### src/rtl/fetch_pkg.sv
// Shared types and constants for the instruction fetch unit.
package fetch_pkg;

    // Fetch sequencer states: normal fetch, two-word interrupt vector read,
    // and waiting for the high half of a stack-restored PC.
    typedef enum logic [1:0] {
        RUN      = 2'd0,
        INT_LO   = 2'd1,
        INT_HI   = 2'd2,
        POP_WAIT = 2'd3
    } fetch_state_e;

    // Bubble instruction value.
    localparam int unsigned NOP = 0;

    localparam logic [31:0] DEF_RESET_VEC = 32'h20;
    localparam logic [31:0] DEF_INT_VEC   = 32'h0;

    // Per-cycle control request seen by the next-PC mux.
    typedef struct packed {
        logic branch;
        logic flush;
        logic pop_lo;
        logic pop_hi;
        logic stall;
        logic take_int;
    } fetch_ctl_t;

endpackage

### src/rtl/pc_next_mux.sv
// Combinational next-PC selection for the fetch unit.
module pc_next_mux
    import fetch_pkg::*;
#(
    parameter int ADDR_W  = 32,
    parameter int INSTR_W = 16
) (
    input  fetch_state_e        state,
    input  fetch_ctl_t          ctl,
    input  logic [ADDR_W-1:0]   pc,
    input  logic [ADDR_W-1:0]   branch_addr,
    input  logic [INSTR_W-1:0]  pop_data,
    input  logic [INSTR_W-1:0]  lo_q,
    input  logic [INSTR_W-1:0]  imem_rdata,
    output logic [ADDR_W-1:0]   pc_next
);

    // Priority in RUN: branch > flush > pop > interrupt take > stall > sequential.
    always_comb begin
        pc_next = pc;
        case (state)
            RUN: begin
                if (ctl.branch) begin
                    pc_next = branch_addr;
                end else if (ctl.flush) begin
                    if (!ctl.stall) pc_next = pc + ADDR_W'(1);
                end else if (ctl.pop_lo || ctl.pop_hi) begin
                    if (ctl.pop_lo) pc_next[INSTR_W-1:0]      = pop_data;
                    if (ctl.pop_hi) pc_next[ADDR_W-1:INSTR_W] = pop_data;
                end else if (ctl.take_int) begin
                    pc_next = pc;
                end else if (!ctl.stall) begin
                    pc_next = pc + ADDR_W'(1);
                end
            end
            POP_WAIT: begin
                if (ctl.pop_hi) pc_next[ADDR_W-1:INSTR_W] = pop_data;
            end
            INT_HI: begin
                if (!ctl.stall) pc_next = {imem_rdata, lo_q};
            end
            default: pc_next = pc;
        endcase
    end

endmodule

### src/rtl/fetch_unit.sv
// Instruction fetch unit: PC sequencing, branch/flush, stack PC restore,
// and two-word interrupt vector fetch.
module fetch_unit
    import fetch_pkg::*;
#(
    parameter int                ADDR_W    = 32,
    parameter int                IMEM_AW   = 20,
    parameter int                INSTR_W   = 16,
    parameter logic [ADDR_W-1:0] RESET_VEC = ADDR_W'(DEF_RESET_VEC),
    parameter logic [ADDR_W-1:0] INT_VEC   = ADDR_W'(DEF_INT_VEC)
) (
    input  logic                clk,
    input  logic                rst,
    input  logic                stall,
    input  logic                flush,
    input  logic                branch_valid,
    input  logic [ADDR_W-1:0]   branch_addr,
    input  logic                pop_lo_valid,
    input  logic                pop_hi_valid,
    input  logic [INSTR_W-1:0]  pop_data,
    input  logic                interrupt,
    output logic [IMEM_AW-1:0]  imem_addr,
    input  logic [INSTR_W-1:0]  imem_rdata,
    output logic [ADDR_W-1:0]   pc,
    output logic [INSTR_W-1:0]  instr,
    output logic                instr_valid,
    output logic [ADDR_W-1:0]   int_ret_pc,
    output logic                int_ack
);

    localparam logic [IMEM_AW-1:0] VEC_LO_A = IMEM_AW'(INT_VEC);
    localparam logic [IMEM_AW-1:0] VEC_HI_A = IMEM_AW'(INT_VEC + ADDR_W'(1));

    fetch_state_e        state_q, state_d;
    fetch_ctl_t          ctl;
    logic                pend_q;
    logic                pend_any;
    logic                bubble;
    logic                hold;
    logic                ack_d;
    logic [INSTR_W-1:0]  lo_q;
    logic [ADDR_W-1:0]   pc_next;

    // A request arriving this cycle may be taken immediately.
    assign pend_any = pend_q | interrupt;

    // State register.
    always_ff @(posedge clk) begin
        if (!rst) state_q <= RUN;
        else      state_q <= state_d;
    end

    // Next state and per-cycle control decode.
    always_comb begin
        state_d      = state_q;
        ctl          = '0;
        ctl.branch   = branch_valid;
        ctl.flush    = flush;
        ctl.pop_lo   = pop_lo_valid;
        ctl.pop_hi   = pop_hi_valid;
        ctl.stall    = stall;
        bubble       = 1'b0;
        hold         = 1'b0;
        ack_d        = 1'b0;
        case (state_q)
            RUN: begin
                if (branch_valid || flush) begin
                    bubble = 1'b1;
                end else if (pop_lo_valid || pop_hi_valid) begin
                    bubble = 1'b1;
                    if (pop_lo_valid && !pop_hi_valid) state_d = POP_WAIT;
                end else if (pend_any && !stall) begin
                    // The instruction at pc is not executed; it is resumed via int_ret_pc.
                    ctl.take_int = 1'b1;
                    bubble       = 1'b1;
                    state_d      = INT_LO;
                end else if (stall) begin
                    hold = 1'b1;
                end
            end
            INT_LO: begin
                bubble = 1'b1;
                if (!stall) state_d = INT_HI;
            end
            INT_HI: begin
                bubble = 1'b1;
                if (!stall) begin
                    state_d = RUN;
                    ack_d   = 1'b1;
                end
            end
            POP_WAIT: begin
                bubble = 1'b1;
                if (pop_hi_valid) state_d = RUN;
            end
            default: state_d = RUN;
        endcase
    end

    // Read the vector words while in the interrupt states, otherwise follow pc.
    always_comb begin
        case (state_q)
            INT_LO:  imem_addr = VEC_LO_A;
            INT_HI:  imem_addr = VEC_HI_A;
            default: imem_addr = pc[IMEM_AW-1:0];
        endcase
    end

    pc_next_mux #(
        .ADDR_W  (ADDR_W),
        .INSTR_W (INSTR_W)
    ) u_pc_next_mux (
        .state       (state_q),
        .ctl         (ctl),
        .pc          (pc),
        .branch_addr (branch_addr),
        .pop_data    (pop_data),
        .lo_q        (lo_q),
        .imem_rdata  (imem_rdata),
        .pc_next     (pc_next)
    );

    // PC, instruction register, interrupt bookkeeping.
    always_ff @(posedge clk) begin
        if (!rst) begin
            pc          <= RESET_VEC;
            instr       <= INSTR_W'(NOP);
            instr_valid <= 1'b0;
            int_ret_pc  <= '0;
            int_ack     <= 1'b0;
            pend_q      <= 1'b0;
            lo_q        <= '0;
        end else begin
            pc      <= pc_next;
            int_ack <= ack_d;
            pend_q  <= pend_any & ~ctl.take_int;
            if (ctl.take_int) int_ret_pc <= pc;
            if (state_q == INT_LO && !stall) lo_q <= imem_rdata;
            if (bubble) begin
                instr       <= INSTR_W'(NOP);
                instr_valid <= 1'b0;
            end else if (!hold) begin
                instr       <= imem_rdata;
                instr_valid <= 1'b1;
            end
        end
    end

endmodule

### config.mk
export PLATFORM = sky130hd
export DESIGN_NAME = fetch_unit
export DESIGN_NICKNAME = d
export VERILOG_FILES = /design/src/rtl/fetch_pkg.sv /design/src/rtl/pc_next_mux.sv /design/src/rtl/fetch_unit.sv
export SDC_FILE = /design/constraint.sdc
export NUM_CORES = 1
export LEC_CHECK = 0
export ABC_AREA = 1
export CAP_MARGIN = 0
export CORE_UTILIZATION = 35
export DETAILED_ROUTE_END_ITERATION = 6
export PLACE_DENSITY = 0.65
export SLEW_MARGIN = 20
export SYNTH_ARGS = -nofsm -noshare
export SYNTH_HDL_FRONTEND = slang
export SYNTH_SLANG_ARGS = --single-unit
### constraint.sdc
create_clock -name clk -period 1.9 [get_ports clk]
set_input_delay 0.19 -clock clk [delete_from_list [all_inputs] [get_ports clk]]
set_output_delay 0.19 -clock clk [all_outputs]
set_load 0.05 [all_outputs]
-- Yosys cells after proc, flatten, opt, wreduce, memory -nomap -nowiden
Index checks and enable logic that the tools add are counted.
Widths: inputs -> output; s select.
- reductions and logical operators: 16
- $add $sub $neg: 1
- equal/unequal tests: 11
- multiplexer cells: 32
- bitwise logic cells: 4
- operators by type and width (cell ; number):
    $mux 32 ; 6
    $pmux 16 s3 ; 1
    $pmux 20 s2 ; 1
    $add 32x1->32 const B ; 1
    $mux 16 ; 2
    $pmux 16 s2 ; 1
    $mux 2 ; 7
    $mux 1 ; 12
    $ne 5x5->1 const B ; 2
    $ne 2x2->1 const B ; 4
    $pmux 2 s4 ; 1
    $ne 3x3->1 const B ; 2
    $reduce_and 6->1 ; 1
    $eq 2x2->1 const B ; 2
    $reduce_and 4->1 ; 1
    $logic_and 1x1->1 ; 3
    $reduce_and 3->1 ; 1
    $reduce_bool 3->1 ; 1
    $reduce_or 3->1 ; 1
    $eq 2x1->1 const B ; 1
    $logic_not 1->1 ; 2
    $logic_not 2->1 ; 1
    $logic_or 1x1->1 ; 2
    $not 1->1 ; 2
    other kinds (6) ; 6
- bits of input ports: 72
- output and inout bits: 102
- bits in registers: 101

-- Logic depth before layout (Yosys ltp)
- depth after elaboration: 11
- depth in mapped cells: 13

-- Cells and area by module
A second synthesis with hierarchy kept.
- cell total of the unflattened synthesis: 1134
- area total of the unflattened synthesis: 6814.0 um2
- modules (own cells, without submodules) (module ; seq. area each (um2) ; area each (um2) ; times used ; cells an instance):
    fetch_unit ; 2021.9 ; 3574.7 ; 1 ; 453
    pc_next_mux ; 0.0 ; 3239.4 ; 1 ; 681

-- Least setup slack after synthesis
OpenSTA, ideal clock, no wires.
- path type: flip-flop to output port
- start point: register pc[0]
- end point: output imem_addr[0]
- path buffers: 0
- slack: -0.275 ns
- data required time: 1.710 ns
- arrival time: 1.985 ns
- cell stages (with the launch flop): 3
- cell sequence: dfxtp_1 > inv_1 > o21ai_0
- cells in the longest elaborated chain, start to end: 1
- ends and longest elaborated chain (element ; RTL line ; source):
    start, declared ; fetch_unit.sv:24 ; output logic [ADDR_W-1:0] pc,
    start signal, assigned ; fetch_unit.sv:134 ; pc <= pc_next;
    $pmux 20 s2 ; fetch_unit.sv:102 ; case (state_q)
    end, declared ; fetch_unit.sv:22 ; output logic [IMEM_AW-1:0] imem_addr,
No other way between the ends.

-- Final worst setup path
- start point: register pc[11]
- end point: output pc[11]
No word-level cell between the ends.

==> metrics.md <==
| Metric | Value |
|---|---|
| Fin. max-slew vios | `0` |
| Clk_skew | `0.01278 ns` |
| Critical path capture point type | `output port` |
| Maximum VDD drop | `0.9875 mV` |
| Final HPWL DP | `19580 microns` |
| Core Region | `0.01664 sq mm` |
| Startpoint types | `flop` |
| Top post-synthesis cells by area | `dfxtp_1, nand2_1, o21ai_0` |
| Synth cell types | `40` |
| Final wirelength | `25420 microns` |
| Gr usage total | `28.47%` |
| Clock Path Buffers | `2` |
| Worst-path maximum fanout | `5` |
| Via/cell ratio | `5.252` |
| Final min period | `1.878 ns` |
| Slowest stage delay, CP | `0.86 ns` |
| Clk sinks | `101` |
| Vias | `7326` |
| Final setup viols | `0` |
| Clk slew on worst S/H paths | `0.08 ns` |
| Hold Path Class | `primary input to flop` |
| Die width | `132.9 microns` |
| Arr. time, crit path | `1.69 ns` |
| Nets@finish | `1248` |
| Largest net degree at the start of global routing | `65` |
| Post-route met1 wirelength | `10900 microns` |
| Vias in the first global route | `6839` |
| Max Cap Viol | `0` |
| Setup TNS | `0 ns` |
| DR top layer | `met4` |
| WHS | `0.2673 ns` |
| WS Path Type | `flop to output port` |
| Syn Nets | `1018` |
| Crit-path leading delay family | `buffers and inverters` |
| Share of post-route cells with drive strength above 1 | `19.15%` |
| Top-area cell type share of the netlist area | `33.74%` |
| Multi-input logic area | `0.003531 sq mm` |
| Synthesized cell area | `0.005993 sq mm` |
| Least-Margin Pin Slew | `0.5526 ns` |
| Final Cycle Share | `98.82%` |
| Ys flop type | `dfxtp_1` |
| Drt first-iter violations | `754` |
| Critical Path RT | `1.71 ns` |
| Post-synth EDFFs | `0` |
| Internal reg-to-reg setup slack | `0.08 ns` |
| CTS tree | `done` |
| Synth Area in Simple Gates | `28.62%` |
| Most numerous cell in the Yosys netlist | `nand2_1` |
| Residual DRC | `0` |
| Syn Area/Cell | `6.376 sq um` |
| Total gr overflow | `0` |
| Critical path launch point | `pc[11]` |
| Sequential cell area | `0.002034 sq mm` |
| Synth warn | `0` |
| Drt wl/cell | `18.22 microns` |
| Htree depth | `3` |
| DIE AREA | `0.01765 sq mm` |
| Status | `finished, final reports clean` |
| FP Rows | `47` |
| Worst-Skew Late Latency | `0.37 ns` |
| Gate Count Post-Synth | `940` |
| Final GP Congestion | `0.9473` |
| Worst r2r src | `state_q[0]` |
| Cell taking the most area after synthesis | `dfxtp_1` |
| Cts hold-fix bufs | `0` |
| Synthesized-area fraction occupied by adder cells | `1.253%` |
| Multiplexer share of the synthesized area | `0%` |
| N_diodes | `0` |
| Flops & latches, synth | `101` |
| Worst path cell trace | `clkdlybuf4s50_1` |
| Power density over cell area | `1567 mW/mm^2` |
| Xor/xnor share of the synthesized area | `1.461%` |
| Number of port buffers | `173` |
| Rel. slew slack | `63.12%` |
| Drt first pass iters | `6` |
| Compound-Gate Fraction of Synth Area | `24.68%` |
| RR Endpoint | `pc[17]` |
| RSZ-0062 raised after global routing | `yes` |
| Sequential element share of the synthesized area | `33.74%` |
| Fraction of registers with async set/reset | `0%` |
| Initial antenna violation count | `0` |
| Met2 wire len | `11350 microns` |
| Crit path buf inv count | `1` |
| Die Span Y | `132.9 microns` |
| Peak Freq | `532.6 MHz` |
| Crit path to | `pc[11]` |
| Post-layout util | `55.57%` |
| Wire length of the first global-routing pass | `38410 microns` |
| Reg2Reg Depth | `11` |
| Final hold vios | `0` |
| Critical path's slowest cell | `clkdlybuf4s50_1` |
| Num CTS Buffers | `9` |
| Detail Route Antenna Nets | `0` |
| CTS Root Cell | `clkbuf_16` |
| Area growth syn-to-layout | `54.32%` |
| Pleak | `3.973 nW` |
| Placement Setup Slack | `-0.1778 ns` |
| Starting Density | `36.01%` |
| Met3 Wirelength | `2281 microns` |
| I/O pins | `174` |
| Final WS setup | `0.02246 ns` |
| FILL cells | `1633` |
| Synth cell count leaders | `nand2_1, nor2_1, o21ai_0, a21oi_1, dfxtp_1` |
| Largest family of logic cells by synthesized area | `simple AND/OR/NAND/NOR gates` |
| Levels on crit path | `1` |
## per-layer routing
| metal | up-vias | GRT usage (%) |
|---|---|---|
| li1 | 3554 | - |
| met1 | 3359 | 38.11 |
| met2 | 354 | 44.56 |
| met3 | 59 | 5.824 |
| met4 | 0 | 11.37 |
| met5 | - | 0 |
## metrics by stage
stage               power (mW)  std cells  area [sq um]
floorplan                7.811        940          5996
global placement         11.61       1374          8677
finish                   14.50       1395          9249
global route             15.19       1395          9249
detailed placement       11.62       1374          8677
CTS                      13.83       1390          9070
## worst min-delay path by stage
| stage | start | to | slack (ns) | depth (start not counted) |
|---|---|---|---|---|
| finish | rst | state_q[0] | 0.27 | 3 |
| CTS | rst | state_q[0] | 0.24 | 3 |
| global route | rst | state_q[0] | 0.28 | 3 |
| floorplan | imem_rdata[15] | instr[15] | 0.34 | 2 |
| global placement | int_ret_pc[30] | int_ret_pc[30] | 0.47 | 2 |
| detailed placement | int_ret_pc[30] | int_ret_pc[30] | 0.48 | 2 |
## tightest hold or removal path: cells and delay by family
family          cells  cell delay, ns
compound gates      1            0.04
buf+inv             1            0.23
simple gates        1            0.12
## power by group
part | internal, mW | switching (mW)
combinational | 3.55 | 5.91
sequential | 2.57 | 0.557
clock | 0.937 | 0.977
total | 7.05 | 7.44
## what timing repair did
action	4_1_cts	5_1_grt
resized for setup	29	33
setup buffers	0	2
endpoints found under the setup margin	24	46
cloned	0	3
pin swaps	0	3
endpoints found under the hold margin	0	0
## layout make-up
cell class,count,area share (%)
Multi-Input combinational cell,688,38.18
Timing Repair Buffer,272,29.57
Sequential cell,101,22.00
Inverter,98,4.031
Tap cell,220,2.976
Clock buffer,9,2.435
Clock inverter,7,0.8117
## cells in the final DEF (no fill, tap or decap), drive strengths merged, types with 2 or more instances in the layout
| cell | count |
|---|---|
| clkdlybuf4s50 | 130 |
| a211oi | 3 |
| dlymetal6s2s | 3 |
| clkinv | 3 |
| nor2 | 148 |
| xor2 | 10 |
| o21a | 2 |
| nand3b | 2 |
| dfxtp | 101 |
| o21ai | 129 |
| inv | 101 |
| nand2 | 179 |
| clkbuf | 11 |
| nor3 | 9 |
| nand3 | 45 |
| o211ai | 6 |
| o22ai | 16 |
| buf | 136 |
| nand4 | 8 |
| a21oi | 118 |
| ha | 6 |
| a221oi | 3 |
## flip-flops by register name, indices dropped and copies added, names as in the netlist
| signal | count |
|---|---|
| lo_q | 16 |
| state_q | 2 |
| int_ack | 1 |
| instr | 16 |
| instr_valid | 1 |
| int_ret_pc | 32 |
| pc | 32 |
| pend_q | 1 |
## cells by family after synthesis
family                     Yosys count
DFF                                101
xor gates and xnor gates            10
AOI/OAI and AO/OA                  280
buffers and inverters              151
and+or+nand+nor                    392
adders and majority gates            6
No activity file was read; power rests on OpenSTA's default activity.
